`config.mk`:
```
export PLATFORM = sky130hd
export DESIGN_NAME = sie_rx_pkt_flat
export DESIGN_NICKNAME = d
export VERILOG_FILES = /design/src/rtl/sie_rx_pkt_pkg.sv /design/src/rtl/sie_rx_pkt_if.sv /design/src/rtl/sie_rx_pkt_usb_crc.sv /design/src/rtl/sie_rx_pkt.sv /design/src/flat_wrapper.sv
export SDC_FILE = /design/constraint.sdc
export NUM_CORES = 1
export LEC_CHECK = 0
export BUFFER_PORTS_ARGS = -buffer_cell sky130_fd_sc_hd__buf_2
export CAP_MARGIN = 10
export CORE_MARGIN = 1
export CORE_UTILIZATION = 53
export CTS_CLUSTER_DIAMETER = 40
export DETAILED_ROUTE_END_ITERATION = 8
export GPL_TIMING_DRIVEN = 0
export PLACE_DENSITY = 0.77
export RECOVER_POWER = 50
export SETUP_SLACK_MARGIN = 0.1
export SLEW_MARGIN = 20
export SYNTH_ARGS = -nofsm -noshare
export SYNTH_HDL_FRONTEND = slang
export SYNTH_SLANG_ARGS = --single-unit
```
`constraint.sdc`:
```
create_clock -name clk_i -period 2.3 [get_ports clk_i]
set_input_delay 0.46 -clock clk_i [delete_from_list [all_inputs] [get_ports clk_i]]
set_output_delay 0.46 -clock clk_i [all_outputs]
set_load 0.05 [all_outputs]
```
`src/rtl/sie_rx_pkt_pkg.sv`:
```
// Shared constants and types for the receive-side packet decoder.
package sie_rx_pkt_pkg;

    // Decoder states
    typedef enum logic [2:0] {
        ST_IDLE,
        ST_TOKEN,
        ST_DATA,
        ST_HSHK,
        ST_DROP
    } state_t;

    // Packet class derived from a PID nibble
    typedef enum logic [1:0] {
        PK_TOKEN,
        PK_HSHK,
        PK_DATA,
        PK_OTHER
    } pid_class_t;

    localparam logic [3:0] PID_OUT   = 4'b0001;
    localparam logic [3:0] PID_IN    = 4'b1001;
    localparam logic [3:0] PID_SOF   = 4'b0101;
    localparam logic [3:0] PID_SETUP = 4'b1101;
    localparam logic [3:0] PID_ACK   = 4'b0010;
    localparam logic [3:0] PID_NAK   = 4'b1010;
    localparam logic [3:0] PID_STALL = 4'b1110;
    localparam logic [3:0] PID_NYET  = 4'b0110;
    localparam logic [3:0] PID_DATA0 = 4'b0011;
    localparam logic [3:0] PID_DATA1 = 4'b1011;

    localparam logic [4:0]  CRC5_POLY      = 5'h14;
    localparam logic [4:0]  CRC5_INIT      = 5'h1F;
    localparam logic [4:0]  CRC5_RESIDUAL  = 5'h06;
    localparam logic [15:0] CRC16_POLY     = 16'hA001;
    localparam logic [15:0] CRC16_INIT     = 16'hFFFF;
    localparam logic [15:0] CRC16_RESIDUAL = 16'hB001;

    // PID byte is valid when the upper nibble is the complement of the lower
    function automatic logic pid_check(input logic [7:0] b);
        return b[3:0] == ~b[7:4];
    endfunction

    function automatic pid_class_t pid_class(input logic [3:0] pid);
        case (pid)
            PID_OUT, PID_IN, PID_SOF, PID_SETUP:     return PK_TOKEN;
            PID_ACK, PID_NAK, PID_STALL, PID_NYET:   return PK_HSHK;
            PID_DATA0, PID_DATA1:                    return PK_DATA;
            default:                                 return PK_OTHER;
        endcase
    endfunction

endpackage

```
`src/rtl/sie_rx_pkt_if.sv`:
```
// PHY-to-decoder byte stream plus decoder result signals.
interface sie_rx_pkt_if;
    logic [7:0] rx_data_i;
    logic       rx_valid_i;
    logic       rx_err_i;
    logic       rx_ready_i;
    logic       usb_reset_i;
    logic [3:0] pid_o;
    logic [6:0] addr_o;
    logic [3:0] endp_o;
    logic       tok_valid_o;
    logic       hs_valid_o;
    logic       data_start_o;
    logic [7:0] data_o;
    logic       data_valid_o;
    logic       rx_end_o;
    logic       rx_ok_o;

    // PHY / SIE side: drives the byte stream, observes results
    modport master (
        output rx_data_i, rx_valid_i, rx_err_i, rx_ready_i, usb_reset_i,
        input  pid_o, addr_o, endp_o, tok_valid_o, hs_valid_o, data_start_o,
        input  data_o, data_valid_o, rx_end_o, rx_ok_o
    );

    // Decoder side
    modport slave (
        input  rx_data_i, rx_valid_i, rx_err_i, rx_ready_i, usb_reset_i,
        output pid_o, addr_o, endp_o, tok_valid_o, hs_valid_o, data_start_o,
        output data_o, data_valid_o, rx_end_o, rx_ok_o
    );
endinterface

```
`src/rtl/sie_rx_pkt_usb_crc.sv`:
```
// Reflected CRC register with a one-byte-per-cycle combinational update.
module usb_crc #(
    parameter int unsigned       WIDTH = 16,
    parameter logic [WIDTH-1:0] POLY  = '0,
    parameter logic [WIDTH-1:0] INIT  = '1
) (
    input  logic             clk,
    input  logic             rst,
    input  logic             clear,
    input  logic             en,
    input  logic [7:0]       data,
    output logic [WIDTH-1:0] crc
);

    logic [WIDTH-1:0] crc_nxt;

    // Shift the eight data bits in LSB first
    always_comb begin
        crc_nxt = crc;
        for (int unsigned i = 0; i < 8; i++) begin
            if (crc_nxt[0] ^ data[i]) begin
                crc_nxt = (crc_nxt >> 1) ^ POLY;
            end else begin
                crc_nxt = crc_nxt >> 1;
            end
        end
    end

    // CRC register: preset on clear, update on each accepted byte
    always_ff @(posedge clk or posedge rst) begin
        if (rst) begin
            crc <= INIT;
        end else if (clear) begin
            crc <= INIT;
        end else if (en) begin
            crc <= crc_nxt;
        end
    end

endmodule

```
`src/rtl/sie_rx_pkt.sv`:
```
// Receive packet decoder: PID check, token/handshake/data classification,
// CRC5/CRC16 checking and CRC-stripped payload forwarding.
module sie_rx_pkt
    import sie_rx_pkt_pkg::*;
#(
    parameter int unsigned MAX_PAYLOAD = 64,
    parameter int unsigned CNT_W       = $clog2(MAX_PAYLOAD + 3)
) (
    input logic         clk_i,
    input logic         rst_i,
    sie_rx_pkt_if.slave rx
);

    localparam logic [CNT_W-1:0] CNT_TOK      = CNT_W'(2);
    localparam logic [CNT_W-1:0] CNT_LAST     = CNT_W'(MAX_PAYLOAD + 2);
    localparam logic [CNT_W-1:0] CNT_EMIT_MAX = CNT_W'(MAX_PAYLOAD + 1);

    state_t           state, state_nxt;
    logic             ev_err, ev_byte, ev_eop, abort;
    logic [CNT_W-1:0] cnt;
    logic [7:0]       buf_new, buf_old;
    logic [4:0]       crc5;
    logic [15:0]      crc16;
    logic             crc_clear, emit;
    pid_class_t       in_class;

    logic [3:0] pid_q;
    logic [6:0] addr_q;
    logic [3:0] endp_q;
    logic [7:0] data_q;
    logic       tok_nxt, hs_nxt, start_nxt, end_nxt, ok_nxt;
    logic       tok_q, hs_q, start_q, end_q, ok_q, dv_q;

    assign ev_err   = rx.rx_ready_i & rx.rx_err_i;
    assign ev_byte  = rx.rx_ready_i & rx.rx_valid_i & ~rx.rx_err_i;
    assign ev_eop   = rx.rx_ready_i & ~rx.rx_valid_i & ~rx.rx_err_i;
    assign abort    = rx.usb_reset_i;
    assign in_class = pid_class(rx.rx_data_i[3:0]);

    assign crc_clear = abort || (state == ST_IDLE);
    // Byte N leaves the two-entry buffer when byte N+2 arrives, so the last
    // two bytes (the CRC) are never forwarded.
    assign emit = (state == ST_DATA) && ev_byte && !abort &&
                  (cnt >= CNT_TOK) && (cnt <= CNT_EMIT_MAX);

    usb_crc #(.WIDTH(5), .POLY(CRC5_POLY), .INIT(CRC5_INIT)) u_crc5 (
        .clk   (clk_i),
        .rst   (rst_i),
        .clear (crc_clear),
        .en    ((state == ST_TOKEN) && ev_byte),
        .data  (rx.rx_data_i),
        .crc   (crc5)
    );

    usb_crc #(.WIDTH(16), .POLY(CRC16_POLY), .INIT(CRC16_INIT)) u_crc16 (
        .clk   (clk_i),
        .rst   (rst_i),
        .clear (crc_clear),
        .en    ((state == ST_DATA) && ev_byte),
        .data  (rx.rx_data_i),
        .crc   (crc16)
    );

    // State register
    always_ff @(posedge clk_i or posedge rst_i) begin
        if (rst_i) begin
            state <= ST_IDLE;
        end else begin
            state <= state_nxt;
        end
    end

    // Next-state decode from the PHY events
    always_comb begin
        state_nxt = state;
        if (abort) begin
            state_nxt = ST_IDLE;
        end else begin
            case (state)
                ST_IDLE: begin
                    if (ev_byte) begin
                        if (!pid_check(rx.rx_data_i)) begin
                            state_nxt = ST_DROP;
                        end else begin
                            case (in_class)
                                PK_TOKEN: state_nxt = ST_TOKEN;
                                PK_HSHK:  state_nxt = ST_HSHK;
                                PK_DATA:  state_nxt = ST_DATA;
                                default:  state_nxt = ST_DROP;
                            endcase
                        end
                    end
                end
                ST_TOKEN: begin
                    if (ev_err || ev_eop)                 state_nxt = ST_IDLE;
                    else if (ev_byte && cnt == CNT_TOK)   state_nxt = ST_DROP;
                end
                ST_HSHK: begin
                    if (ev_err || ev_eop)                 state_nxt = ST_IDLE;
                    else if (ev_byte)                     state_nxt = ST_DROP;
                end
                ST_DATA: begin
                    if (ev_err || ev_eop)                 state_nxt = ST_IDLE;
                    else if (ev_byte && cnt == CNT_LAST)  state_nxt = ST_DROP;
                end
                ST_DROP: begin
                    if (ev_err || ev_eop)                 state_nxt = ST_IDLE;
                end
                default: state_nxt = ST_IDLE;
            endcase
        end
    end

    // Result pulses for the following cycle
    always_comb begin
        tok_nxt   = 1'b0;
        hs_nxt    = 1'b0;
        start_nxt = 1'b0;
        end_nxt   = 1'b0;
        ok_nxt    = 1'b0;
        if (!abort) begin
            start_nxt = (state == ST_IDLE) && ev_byte &&
                        pid_check(rx.rx_data_i) && (in_class == PK_DATA);
            if ((state != ST_IDLE) && (ev_err || ev_eop)) begin
                end_nxt = 1'b1;
                if (ev_eop) begin
                    case (state)
                        ST_TOKEN: begin
                            if (cnt == CNT_TOK && crc5 == CRC5_RESIDUAL) begin
                                tok_nxt = 1'b1;
                                ok_nxt  = 1'b1;
                            end
                        end
                        ST_HSHK: begin
                            hs_nxt = 1'b1;
                            ok_nxt = 1'b1;
                        end
                        ST_DATA: begin
                            ok_nxt = (cnt >= CNT_TOK) && (crc16 == CRC16_RESIDUAL);
                        end
                        default: ok_nxt = 1'b0;
                    endcase
                end
            end
        end
    end

    // Output pulse registers
    always_ff @(posedge clk_i or posedge rst_i) begin
        if (rst_i) begin
            tok_q   <= 1'b0;
            hs_q    <= 1'b0;
            start_q <= 1'b0;
            end_q   <= 1'b0;
            ok_q    <= 1'b0;
            dv_q    <= 1'b0;
        end else begin
            tok_q   <= tok_nxt;
            hs_q    <= hs_nxt;
            start_q <= start_nxt;
            end_q   <= end_nxt;
            ok_q    <= ok_nxt;
            dv_q    <= emit;
        end
    end

    // Byte counter, field latches and payload delay buffer
    always_ff @(posedge clk_i or posedge rst_i) begin
        if (rst_i) begin
            cnt     <= '0;
            buf_new <= '0;
            buf_old <= '0;
            pid_q   <= '0;
            addr_q  <= '0;
            endp_q  <= '0;
            data_q  <= '0;
        end else if (abort || state == ST_IDLE) begin
            cnt <= '0;
            if (!abort && ev_byte && pid_check(rx.rx_data_i)) begin
                pid_q <= rx.rx_data_i[3:0];
            end
        end else if (ev_byte) begin
            if (state == ST_TOKEN) begin
                if (cnt == CNT_W'(0)) begin
                    addr_q    <= rx.rx_data_i[6:0];
                    endp_q[0] <= rx.rx_data_i[7];
                end else if (cnt == CNT_W'(1)) begin
                    endp_q[3:1] <= rx.rx_data_i[2:0];
                end
                if (cnt != CNT_TOK) begin
                    cnt <= cnt + CNT_W'(1);
                end
            end else if (state == ST_DATA) begin
                buf_old <= buf_new;
                buf_new <= rx.rx_data_i;
                if (emit) begin
                    data_q <= buf_old;
                end
                if (cnt != CNT_LAST) begin
                    cnt <= cnt + CNT_W'(1);
                end
            end
        end
    end

    assign rx.pid_o        = pid_q;
    assign rx.addr_o       = addr_q;
    assign rx.endp_o       = endp_q;
    assign rx.data_o       = data_q;
    assign rx.tok_valid_o  = tok_q;
    assign rx.hs_valid_o   = hs_q;
    assign rx.data_start_o = start_q;
    assign rx.data_valid_o = dv_q;
    assign rx.rx_end_o     = end_q;
    assign rx.rx_ok_o      = ok_q;

endmodule

```
`src/flat_wrapper.sv`:
```
// flat-port wrapper written by rule: the top's interface ports become plain ports
module sie_rx_pkt_flat import sie_rx_pkt_pkg::*;
#(
    parameter int unsigned MAX_PAYLOAD = 64,
    parameter int unsigned CNT_W       = $clog2(MAX_PAYLOAD + 3)
)
  (clk_i, rst_i, rx_rx_data_i, rx_rx_valid_i, rx_rx_err_i, rx_rx_ready_i, rx_usb_reset_i, rx_pid_o, rx_addr_o, rx_endp_o, rx_tok_valid_o, rx_hs_valid_o, rx_data_start_o, rx_data_o, rx_data_valid_o, rx_rx_end_o, rx_rx_ok_o);
  sie_rx_pkt_if rx_i ();
  input logic clk_i;
  input logic rst_i;
  input wire logic [$bits(rx_i.rx_data_i)-1:0] rx_rx_data_i;
  input wire logic [$bits(rx_i.rx_valid_i)-1:0] rx_rx_valid_i;
  input wire logic [$bits(rx_i.rx_err_i)-1:0] rx_rx_err_i;
  input wire logic [$bits(rx_i.rx_ready_i)-1:0] rx_rx_ready_i;
  input wire logic [$bits(rx_i.usb_reset_i)-1:0] rx_usb_reset_i;
  output wire logic [$bits(rx_i.pid_o)-1:0] rx_pid_o;
  output wire logic [$bits(rx_i.addr_o)-1:0] rx_addr_o;
  output wire logic [$bits(rx_i.endp_o)-1:0] rx_endp_o;
  output wire logic [$bits(rx_i.tok_valid_o)-1:0] rx_tok_valid_o;
  output wire logic [$bits(rx_i.hs_valid_o)-1:0] rx_hs_valid_o;
  output wire logic [$bits(rx_i.data_start_o)-1:0] rx_data_start_o;
  output wire logic [$bits(rx_i.data_o)-1:0] rx_data_o;
  output wire logic [$bits(rx_i.data_valid_o)-1:0] rx_data_valid_o;
  output wire logic [$bits(rx_i.rx_end_o)-1:0] rx_rx_end_o;
  output wire logic [$bits(rx_i.rx_ok_o)-1:0] rx_rx_ok_o;
  assign rx_i.rx_data_i = rx_rx_data_i;
  assign rx_i.rx_valid_i = rx_rx_valid_i;
  assign rx_i.rx_err_i = rx_rx_err_i;
  assign rx_i.rx_ready_i = rx_rx_ready_i;
  assign rx_i.usb_reset_i = rx_usb_reset_i;
  assign rx_pid_o = rx_i.pid_o;
  assign rx_addr_o = rx_i.addr_o;
  assign rx_endp_o = rx_i.endp_o;
  assign rx_tok_valid_o = rx_i.tok_valid_o;
  assign rx_hs_valid_o = rx_i.hs_valid_o;
  assign rx_data_start_o = rx_i.data_start_o;
  assign rx_data_o = rx_i.data_o;
  assign rx_data_valid_o = rx_i.data_valid_o;
  assign rx_rx_end_o = rx_i.rx_end_o;
  assign rx_rx_ok_o = rx_i.rx_ok_o;
  sie_rx_pkt #(.MAX_PAYLOAD(MAX_PAYLOAD), .CNT_W(CNT_W)) u_core (.clk_i(clk_i), .rst_i(rst_i), .rx(rx_i));
endmodule
```
==> impl_metrics.yaml, run 1 <==
outcome:
  status: "completed"
worst_setup_path:
  cp_num_buf_inv: 0
  worstPathMaxFanout: 3
  arrival_ps: 2400
  slowest_delay_ps: 570
  cp-start-kind: "flip-flop"
  crit_top_cell: "xor2_1"
  reg2regPathDepth: 5
  cp_slowest_cell: "dfstp_2"
  cp_num_cells: 5
  cp-end-kind: "flip-flop"
  crit_required_ps: 2580
  rrSetupSlack_ps: 180
  crit_type: "reg -> reg"
  crit_family: "XOR/XNOR gates"
  crit_chain: "xor2_1, xor2_1, xnor3_2, xnor3_1, a21oi_1"
synth:
  synth_seq_cells: 76
  synth_area_um2: 3850
  ys_seq_area_share_pct: 50.1
  avgSynthCellArea_um2: 10.8
  synth_top_cell_area_share_pct: 35.7
  synthFlopType: "dfrtp_1"
  synth_edf_count: 0
  synth_nets: 383
  yosysTopAreaCell: "dfrtp_1"
  synthTopCellsByArea: "dfrtp_1, dfstp_2, mux2_2"
  synth.distinct_cells: 54
  async_reset_ff_share_pct: 100
  synth_warnings: 0
  syn_inst: 358
route:
  antenna_left: 0
  wl_per_cell_um: 15.5
  first_iter_violations: 173
  drcViolationCount: 0
  via_count: 2805
  firstDrtPassIters: 4
  wirelength_um: 7870
  vias_per_cell: 5.51
global_routing:
  grt_pass1_vias: 2781
  grt.overflow.total: 0
  grt_max_degree: 29
  grt_use_total_pct: 23.0
  antenna_found_initial: 0
  grt_pass1_wl_um: 13200
power_and_ir_drop:
  peakVddDrop_uv: 322
  p_leak_nw: 2.06
  clkPwrFrac_pct: 36.4
  p_sw_w: 0.000726
  p_int_w: 0.00190
  comb_power_share_pct: 11.9
  power_density_nw_per_um2: 603
  swShare_pct: 27.7
  pwr-share-seq_pct: 51.7
floorplan:
  core_area_um2: 6910
  die_h_um: 87.2
  start_util_pct: 55.7
  pin_count: 43
  rows: 30
  fp.dieW_um: 87.2
  die-area_um2: 7610
sta:
  tns_ps: 0
  min_period_ps: 2120
  finalMaxSlewViolations: 0
  hold-worst-slack_ps: 267
  worst_pin_slew_ps: 985
  hold_violations: 0
  finalCritPeriodShare_pct: 92.1
  max_slew_margin_pct: 34.0
  skew_ps: 15.7
  setup-violations-final: 0
  fmax_ghz: 0.472
  rsz0062_at_grt: "false"
worst_hold_path:
  hp-class: "in -> async"
final_layout:
  antenna_cells: 0
  nets: 433
  drive_gt1_share_pct: 26.2
  syn_to_final_growth_pct: 13.0
placed_design:
  port_buffers: 37
  detailed_place_hpwl_um: 5730
  globalplace.congestion: 0.920
clock_tree:
  ctsHtreeMaxLevel: 3
  cts_tree: "built"
  root_buffer: "clkbuf_8"
  cts_buffers: 9
  clk_latency_ps: 360
  clockBufferDepth: 2
  clkTransAtPathRegs_ps: 80
  cts_num_sinks: 76
job:
  timing.max_cap.violations: 0
-- sequential cells by signal (all words and copies together) (netlist names) --
name / cells
u_core.rx.pid_o: 4
u_core.u_crc5.crc: 5
u_core.rx.hs_valid_o: 1
u_core.rx.rx_ok_o: 1
u_core.state: 3
u_core.cnt: 7
u_core.u_crc16.crc: 16
u_core.buf_new: 8
u_core.rx.addr_o: 7
u_core.rx.data_o: 8
u_core.rx.endp_o: 4
u_core.buf_old: 8
u_core.rx.data_valid_o: 1
u_core.rx.data_start_o: 1
u_core.rx.rx_end_o: 1
u_core.rx.tok_valid_o: 1
-- final timing paths --
kind                                          to                   from
setup / recovery           u_core.u_crc16.crc[0]  u_core.u_crc16.crc[0]
hold / removal                     u_core.cnt[2]                  rst_i
setup reg to reg           u_core.u_crc16.crc[0]  u_core.u_crc16.crc[0]
hold reg to reg                u_core.buf_old[0]      u_core.buf_new[0]
max in group asynchronous      u_core.buf_new[1]                  rst_i
min in group clk_i             u_core.buf_new[4]        rx_rx_data_i[4]
-- synth_stat cells, types with 2 or more instances --
master	number
nand2_1	58
dfrtp_1	55
xnor2_1	25
nor2_1	24
mux2_2	23
dfstp_2	21
xor2_1	17
a21oi_1	14
clkbuf_1	13
ha_1	11
inv_1	11
buf_2	6
o22a_1	6
nand3_1	5
nor3_1	5
nor4_1	5
o211ai_1	5
and3_1	4
nand4_1	3
nor4b_1	3
o21ai_0	3
xnor3_1	3
a31oi_1	2
buf_4	2
nand3b_1	2
o211a_1	2
or2_2	2
or4_4	2
-- layer usage --
layer | wire [µm] | share of wire [%] | track usage, % | up-vias
li1 | - | - | - | 1323
met2 | 3700 | 47 | 35.5 | 77
met5 | 0 | 0 | 0 | -
met4 | 231 | 2.9 | 12.2 | 0
met3 | 364 | 4.6 | 4.74 | 24
met1 | 3580 | 45 | 30.8 | 1381
-- area by class of cell --
type	instances	area (µm²)
clock inverters	6	47.5
well taps	96	120
plain buffers	20	90.1
fillers	599	2560
repair buffers	40	190
inverters	11	42.5
clock buffers	10	138
multi-input cells	250	1790
flip-flops and latches	76	1930
-- per-stage QoR --
step           power, W  cells  utilization [%]  setup slack [ps]  cell area [µm²]
2_1_floorplan   0.00162    358                -               198             3850
3_3_place_gp    0.00168    491             60.2             -71.1             4160
3_5_place_dp    0.00170    493             60.8              -100             4200
4_1_cts         0.00265    509             63.6               130             4390
5_1_grt         0.00272    509             63.0               102             4350
6_report        0.00262    509             63.0               181             4350
-- cell usage in the layout, fill, tap and decap left out, types with 2 or more instances in the layout --
cell      instances
a21oi_1          14
a31oi_1           2
and3_1            4
buf_2            31
buf_4             3
clkbuf_1         24
clkbuf_8         10
clkinv_4          2
dfrtp_1          55
dfstp_2          21
ha_1             11
inv_1            10
inv_6             2
mux2_2           23
nand2_1          58
nand3_1           5
nand3b_1          2
nand4_1           3
nor2_1           24
nor3_1            5
nor4_1            4
nor4b_1           3
o211a_1           2
o211ai_1          5
o21ai_0           3
o22a_1            6
or2_2             2
or4_4             2
xnor2_1          25
xnor3_1           3
xor2_1           17
-- logic make-up (layout without fill, tap and decap cells) --
logic type                 after synthesis  after routing  synth area share, %
and+or+nand+nor                        124            124                 15.7
DFF                                     76             76                 50.1
xor gates and xnor gates                46             46                 11.9
AOI/OAI and AO/OA                       45             45                 8.22
buffers and inverters                   32             87                 3.51
muxes                                   24             24                 6.99
adders and majority gates               11             11                 3.57
-- worst reg2reg max path, stage by stage (launching register included) --
cell and delay, ps:
dfstp_2 570, xor2_1 250, xor2_1 230, xnor3_2 510, xnor3_1 340, a21oi_1 160
-- what timing repair did --
action | 4_1_cts | 5_1_grt
setup endpoints to repair | 8 | 10
resized for setup | 1 | 0
pin swaps | 0 | 1
hold buffers | 0 | 0
gates cloned | 0 | 0
setup buffers | 0 | 1
-- power groups by stage --
stage | clock network (W) | registers [W] | logic, W
after floorplan | 0 | 0.00141 | 0.000209
after global placement | 0 | 0.00138 | 0.000302
after detailed placement | 0 | 0.00138 | 0.000317
after CTS | 0.000974 | 0.00136 | 0.000319
after global routing | 0.00102 | 0.00136 | 0.000341
final | 0.000955 | 0.00136 | 0.000312
Note: power is estimated with default switching activity, not from simulation.
==> run 2: changes to the inputs <==
--- a/config.mk
+++ b/config.mk
@@ -7,6 +7,7 @@
 export LEC_CHECK = 0
 export BUFFER_PORTS_ARGS = -buffer_cell sky130_fd_sc_hd__buf_2
 export CAP_MARGIN = 10
+export CORE_ASPECT_RATIO = 1.25
 export CORE_MARGIN = 1
 export CORE_UTILIZATION = 53
 export CTS_CLUSTER_DIAMETER = 40
==> run 2 against run 1 <==
- critical path depth stayed put
- die area hardly changed
- combinational power is 1% lower
- final cell count is 1.4% lower
- via count is 3.0% lower
- core utilization is 0.40 points lower
- critical endpoint unchanged
- largest cell class unchanged
- largest power group unchanged
==> impl_metrics.yaml, run 2 (synthesis gave the netlist of run 1 again) <==
sta:
  rsz0062_at_grt: "true"
  skew_ps: 12.4
  finalCritPeriodShare_pct: 91.8
  fmax_ghz: 0.473
  setup-violations-final: 0
  max_slew_margin_pct: 16.3
  min_period_ps: 2110
  finalMaxSlewViolations: 0
  hold_violations: 0
  tns_ps: 0
  worst_pin_slew_ps: 1260
final_layout:
  antenna_cells: 0
  nets: 432
  fin_area_um2: 4370
  final_common_cell: "nand2_1"
  regMostFlops: "u_core.u_crc16.crc"
  largest_reg_flops: 16
  syn_to_final_growth_pct: 13.4
  final_cell_mix: "nand2_1, dfrtp_1, buf_2, xnor2_1, nor2_1"
  drive_gt1_share_pct: 26.2
clock_tree:
  root_buffer: "clkbuf_8"
  cts_num_sinks: 76
  clkTransAtPathRegs_ps: 80
  clockBufferDepth: 2
  clk_latency_ps: 360
  cts_buffers: 9
  cts_tree: "built"
  postCtsSetupBuffers: 0
  ctsHtreeMaxLevel: 3
route:
  wl_per_cell_um: 15.3
  firstDrtPassIters: 4
  wirelength_um: 7690
  antenna_left: 0
  drcViolationCount: 0
  vias_per_cell: 5.42
  first_iter_violations: 155
  via_count: 2720
power_and_ir_drop:
  pwr-share-seq_pct: 52.1
  p_int_w: 0.00187
  clkPwrFrac_pct: 36.1
  peakVddDrop_uv: 386
  p_leak_nw: 2.07
  swShare_pct: 28.1
  power_density_nw_per_um2: 596
  power_w: 0.00260
  p_sw_w: 0.000732
  comb_power_share_pct: 11.8
floorplan:
  die-area_um2: 7610
  start_util_pct: 55.2
  die_h_um: 97.3
  pin_count: 43
  core_area_um2: 6980
  fp.dieW_um: 78.2
  rows: 34
global_routing:
  grt.overflow.total: 0
  grt_pass1_wl_um: 12800
  grt_use_total_pct: 21.9
  met1_usage_pct: 26.7
  grt_max_degree: 31
  grt_pass1_vias: 2761
  met3_usage_pct: 3.94
  busiest_layer: "met2"
  grt_use_met2_pct: 37.5
  antenna_found_initial: 0
job:
  timing.max_cap.violations: 0
outcome:
  status: "completed"
placed_design:
  placed_cell_area_um2: 4190
  globalplace.congestion: 0.861
  detailed_place_hpwl_um: 5540
  port_buffers: 37
worst_setup_path:
  worstPathMaxFanout: 3
  cp_slowest_cell: "dfstp_2"
  crit_chain: "xor2_2, xor2_1, xnor3_2, xnor3_1, a21oi_1"
  arrival_ps: 2400
  crit_type: "reg -> reg"
  rrSetupSlack_ps: 190
  cp-end-kind: "flip-flop"
  crit_required_ps: 2590
  slowest_delay_ps: 580
  cp-start-kind: "flip-flop"
worst_hold_path:
  hp-class: "in -> async"
## run 2: changes by cell type in the layout (fill, tap and decap cells not counted), sizes merged
cell,before,now
clkbuf,36,32
clkinv,3,1
clkinvlp,2,5
dlymetal6s2s,0,1
dlymetal6s4s,0,1
## run 2: routing by layer
metal	wire, µm	part of all wire [%]
met1	3260	42
met2	3950	51
met3	366	4.8
met4	108	1.4
met5	0	0
## run 2: area by class of cell
cell class	instances	area, µm²
plain buffers	20	90.1
clock buffers	9	124
flip-flops and latches	76	1930
multi-input cells	250	1810
clock inverters	7	58.8
repair buffers	39	196
inverters	11	42.5
fillers	613	2610
well taps	90	113
## run 2: worst paths after layout
kind / start / to / depth (start not counted)
min: rst_i / u_core.buf_new[7] / 2
min in group clk_i: rx_rx_data_i[7] / u_core.buf_new[7] / 3
min reg2reg: u_core.buf_new[5] / u_core.buf_old[5] / 2
max reg2reg: u_core.u_crc16.crc[0] / u_core.u_crc16.crc[0] / 5
max: u_core.u_crc16.crc[0] / u_core.u_crc16.crc[0] / 5
max in group asynchronous: rst_i / u_core.rx.addr_o[6] / 3
## run 2: per-stage QoR
stage	util [%]	worst slack, ps	hold WS, ps	instances
floorplan	-	198	439	358
global placement	59.5	-64.4	449	485
detailed placement	60.1	-102	459	487
CTS	62.8	120	117	503
global route	62.6	44.7	230	502
finish	62.6	188	195	502
## run 2: worst max-delay path: cells and delay by family, from the launching register on
family	cells	cell delay (ps)
compound gates	1	160
flops	1	580
xor+xnor	4	1320
## run 2: power groups by stage
stage / clock network (W) / registers [W] / logic (W)
after CTS: 0.000956 / 0.00136 / 0.000317
after detailed placement: 0 / 0.00138 / 0.000315
after global routing: 0.00101 / 0.00136 / 0.000336
after floorplan: 0 / 0.00141 / 0.000209
after global placement: 0 / 0.00138 / 0.000300
final: 0.000938 / 0.00136 / 0.000308
## run 2: timing repair
action | CTS | global route
pin swaps | 0 | 0
hold buffers | 0 | 0
endpoints found under the setup margin | 8 | 17
gates resized for setup | 1 | 4
gates cloned | 0 | 0
==> run 3: changes to the inputs <==
--- a/config.mk
+++ b/config.mk
@@ -9,11 +9,11 @@
 export CAP_MARGIN = 10
 export CORE_ASPECT_RATIO = 1.25
 export CORE_MARGIN = 1
-export CORE_UTILIZATION = 53
+export CORE_UTILIZATION = 48
 export CTS_CLUSTER_DIAMETER = 40
 export DETAILED_ROUTE_END_ITERATION = 8
 export GPL_TIMING_DRIVEN = 0
-export PLACE_DENSITY = 0.77
+export PLACE_DENSITY = 0.68
 export RECOVER_POWER = 50
 export SETUP_SLACK_MARGIN = 0.1
 export SLEW_MARGIN = 20
==> constraint.sdc (replaced) <==
create_clock -name clk_i -period 2.35 [get_ports clk_i]
set_input_delay 0.47 -clock clk_i [delete_from_list [all_inputs] [get_ports clk_i]]
set_output_delay 0.47 -clock clk_i [all_outputs]
set_load 0.05 [all_outputs]
==> run 3 against run 2 <==
- worst hold slack gained 77 ps
- die area is 10% higher
- critical path depth unchanged
- core utilization shrank 6.7 points
==> impl_metrics.yaml, run 3 (synthesis gave the netlist of run 1 again) <==
floorplan:
  pin_count: 43
  die_h_um: 102
  die-area_um2: 8390
  fp.dieW_um: 82.1
  start_util_pct: 49.4
  core_area_um2: 7790
  rows: 36
global_routing:
  grt_max_degree: 34
  grt_use_total_pct: 21.4
  grt_pass1_vias: 2782
  grt.overflow.total: 0
  antenna_found_initial: 0
  grt_pass1_wl_um: 13400
clock_tree:
  ctsHtreeMaxLevel: 3
  root_buffer: "clkbuf_8"
  postCtsHoldBufs: 0
  cts_tree: "built"
  cts_num_sinks: 76
  clockBufferDepth: 2
  cts_buffers: 9
  clkTransAtPathRegs_ps: 80
  clk_latency_ps: 350
final_layout:
  antenna_cells: 0
  fin_area_um2: 4350
  largest_reg_flops: 16
  final_common_cell: "nand2_1"
  drive_gt1_share_pct: 25.1
  nets: 434
  regMostFlops: "u_core.u_crc16.crc"
  syn_to_final_growth_pct: 13.1
  final_cell_mix: "nand2_1, dfrtp_1, buf_2, clkbuf_1, xnor2_1"
  finish.utilization_pct: 55.9
sta:
  min_period_ps: 2140
  tns_ps: 0
  setup-violations-final: 0
  worst_pin_slew_ps: 1110
  fmax_ghz: 0.468
  finalMaxSlewViolations: 0
  hold_violations: 0
  rsz0062_at_grt: "true"
  hold-worst-slack_ps: 273
  skew_ps: 8.34
  max_slew_margin_pct: 26.0
  finalCritPeriodShare_pct: 91.0
worst_setup_path:
  crit_type: "reg -> reg"
  crit_required_ps: 2630
  crit_start: "u_core.u_crc16.crc[0]"
  reg2regPathDepth: 5
  cp-start-kind: "flip-flop"
  cp_num_buf_inv: 0
  cp-end-kind: "flip-flop"
  r2r_start: "u_core.u_crc16.crc[0]"
  crit_top_cell: "xor2_1"
  slowest_delay_ps: 550
  worstPathMaxFanout: 3
  crit_chain: "xor2_1, xor2_1, xnor3_2, xnor3_1, a21oi_1"
  rrSetupSlack_ps: 210
  arrival_ps: 2410
  reg2reg_to: "u_core.u_crc16.crc[0]"
  crit_family: "XOR/XNOR gates"
  cp_slowest_cell: "dfstp_2"
power_and_ir_drop:
  power_density_nw_per_um2: 598
  power_w: 0.00260
  p_leak_nw: 2.05
  peakVddDrop_uv: 429
placed_design:
  placed_cell_area_um2: 4210
  globalplace.congestion: 0.862
  port_buffers: 37
  detailed_place_hpwl_um: 5850
route:
  wl_per_cell_um: 15.6
  wirelength_um: 7920
  first_iter_violations: 196
  vias_per_cell: 5.44
  via_count: 2770
  drcViolationCount: 0
  firstDrtPassIters: 4
  antenna_left: 0
outcome:
  status: "completed"
worst_hold_path:
  hp-class: "in -> async"
job:
  timing.max_cap.violations: 0
run 3: cell count changes in the layout (fill, tap and decap cells not counted), sizes merged:
cell          before  now
inv               12   11
clkbuf            32   39
dlymetal6s4s       1    0
buf               34   32
clkinv             1    2
bufinv             0    1
dlymetal6s2s       1    0
clkinvlp           5    3
run 3: worst max path at each step:
| stage | end | slack [ps] | cells past startpoint |
|---|---|---|---|
| finish | u_core.u_crc16.crc[0] | 210 | 5 |
| global route | u_core.u_crc16.crc[0] | 90 | 5 |
| CTS | u_core.u_crc16.crc[0] | 130 | 5 |
| detailed placement | u_core.u_crc16.crc[0] | -100 | 7 |
| global placement | u_core.u_crc16.crc[0] | -50 | 7 |
| floorplan | u_core.u_crc16.crc[0] | 240 | 6 |
run 3: timing repair:
action | 4_1_cts | 5_1_grt
buffers inserted | 0 | 1
endpoints found under the setup margin | 8 | 2
resized for setup | 1 | 1
pin swaps | 0 | 1
run 3: final cells by class:
type,count,area [µm²]
fill,689,3440
buffer,21,93.8
sequential,76,1930
clock buffer,10,128
multi-input combinational,250,1790
inverter,11,42.5
tap,95,119
clock inverter,6,63.8
timing repair buffer,40,184
run 3: routing by layer:
| metal | routed length (µm) | share of wire (%) | vias to the layer above | global-route usage [%] |
|---|---|---|---|---|
| met4 | 70 | 0.88 | 0 | 6.88 |
| met3 | 325 | 4.1 | 5 | 3.84 |
| met2 | 4020 | 51 | 72 | 35.9 |
| li1 | - | - | 1325 | - |
| met1 | 3510 | 44 | 1368 | 27.7 |
| met5 | 0 | 0 | - | 0 |
run 3: stage by stage:
stage                     instances  setup slack [ps]
after floorplan                 358               238
after global placement          490             -54.9
after detailed placement        492             -97.0
after CTS                       508               133
after global routing            509              91.7
final                           509               212
run 3: power breakdown:
group / total [W] / switching, W / internal, W
Combinational: 0.000305 / 0.000190 / 0.000115
Sequential: 0.00133 / 0.00000575 / 0.00132
Clock: 0.000973 / 0.000483 / 0.000491
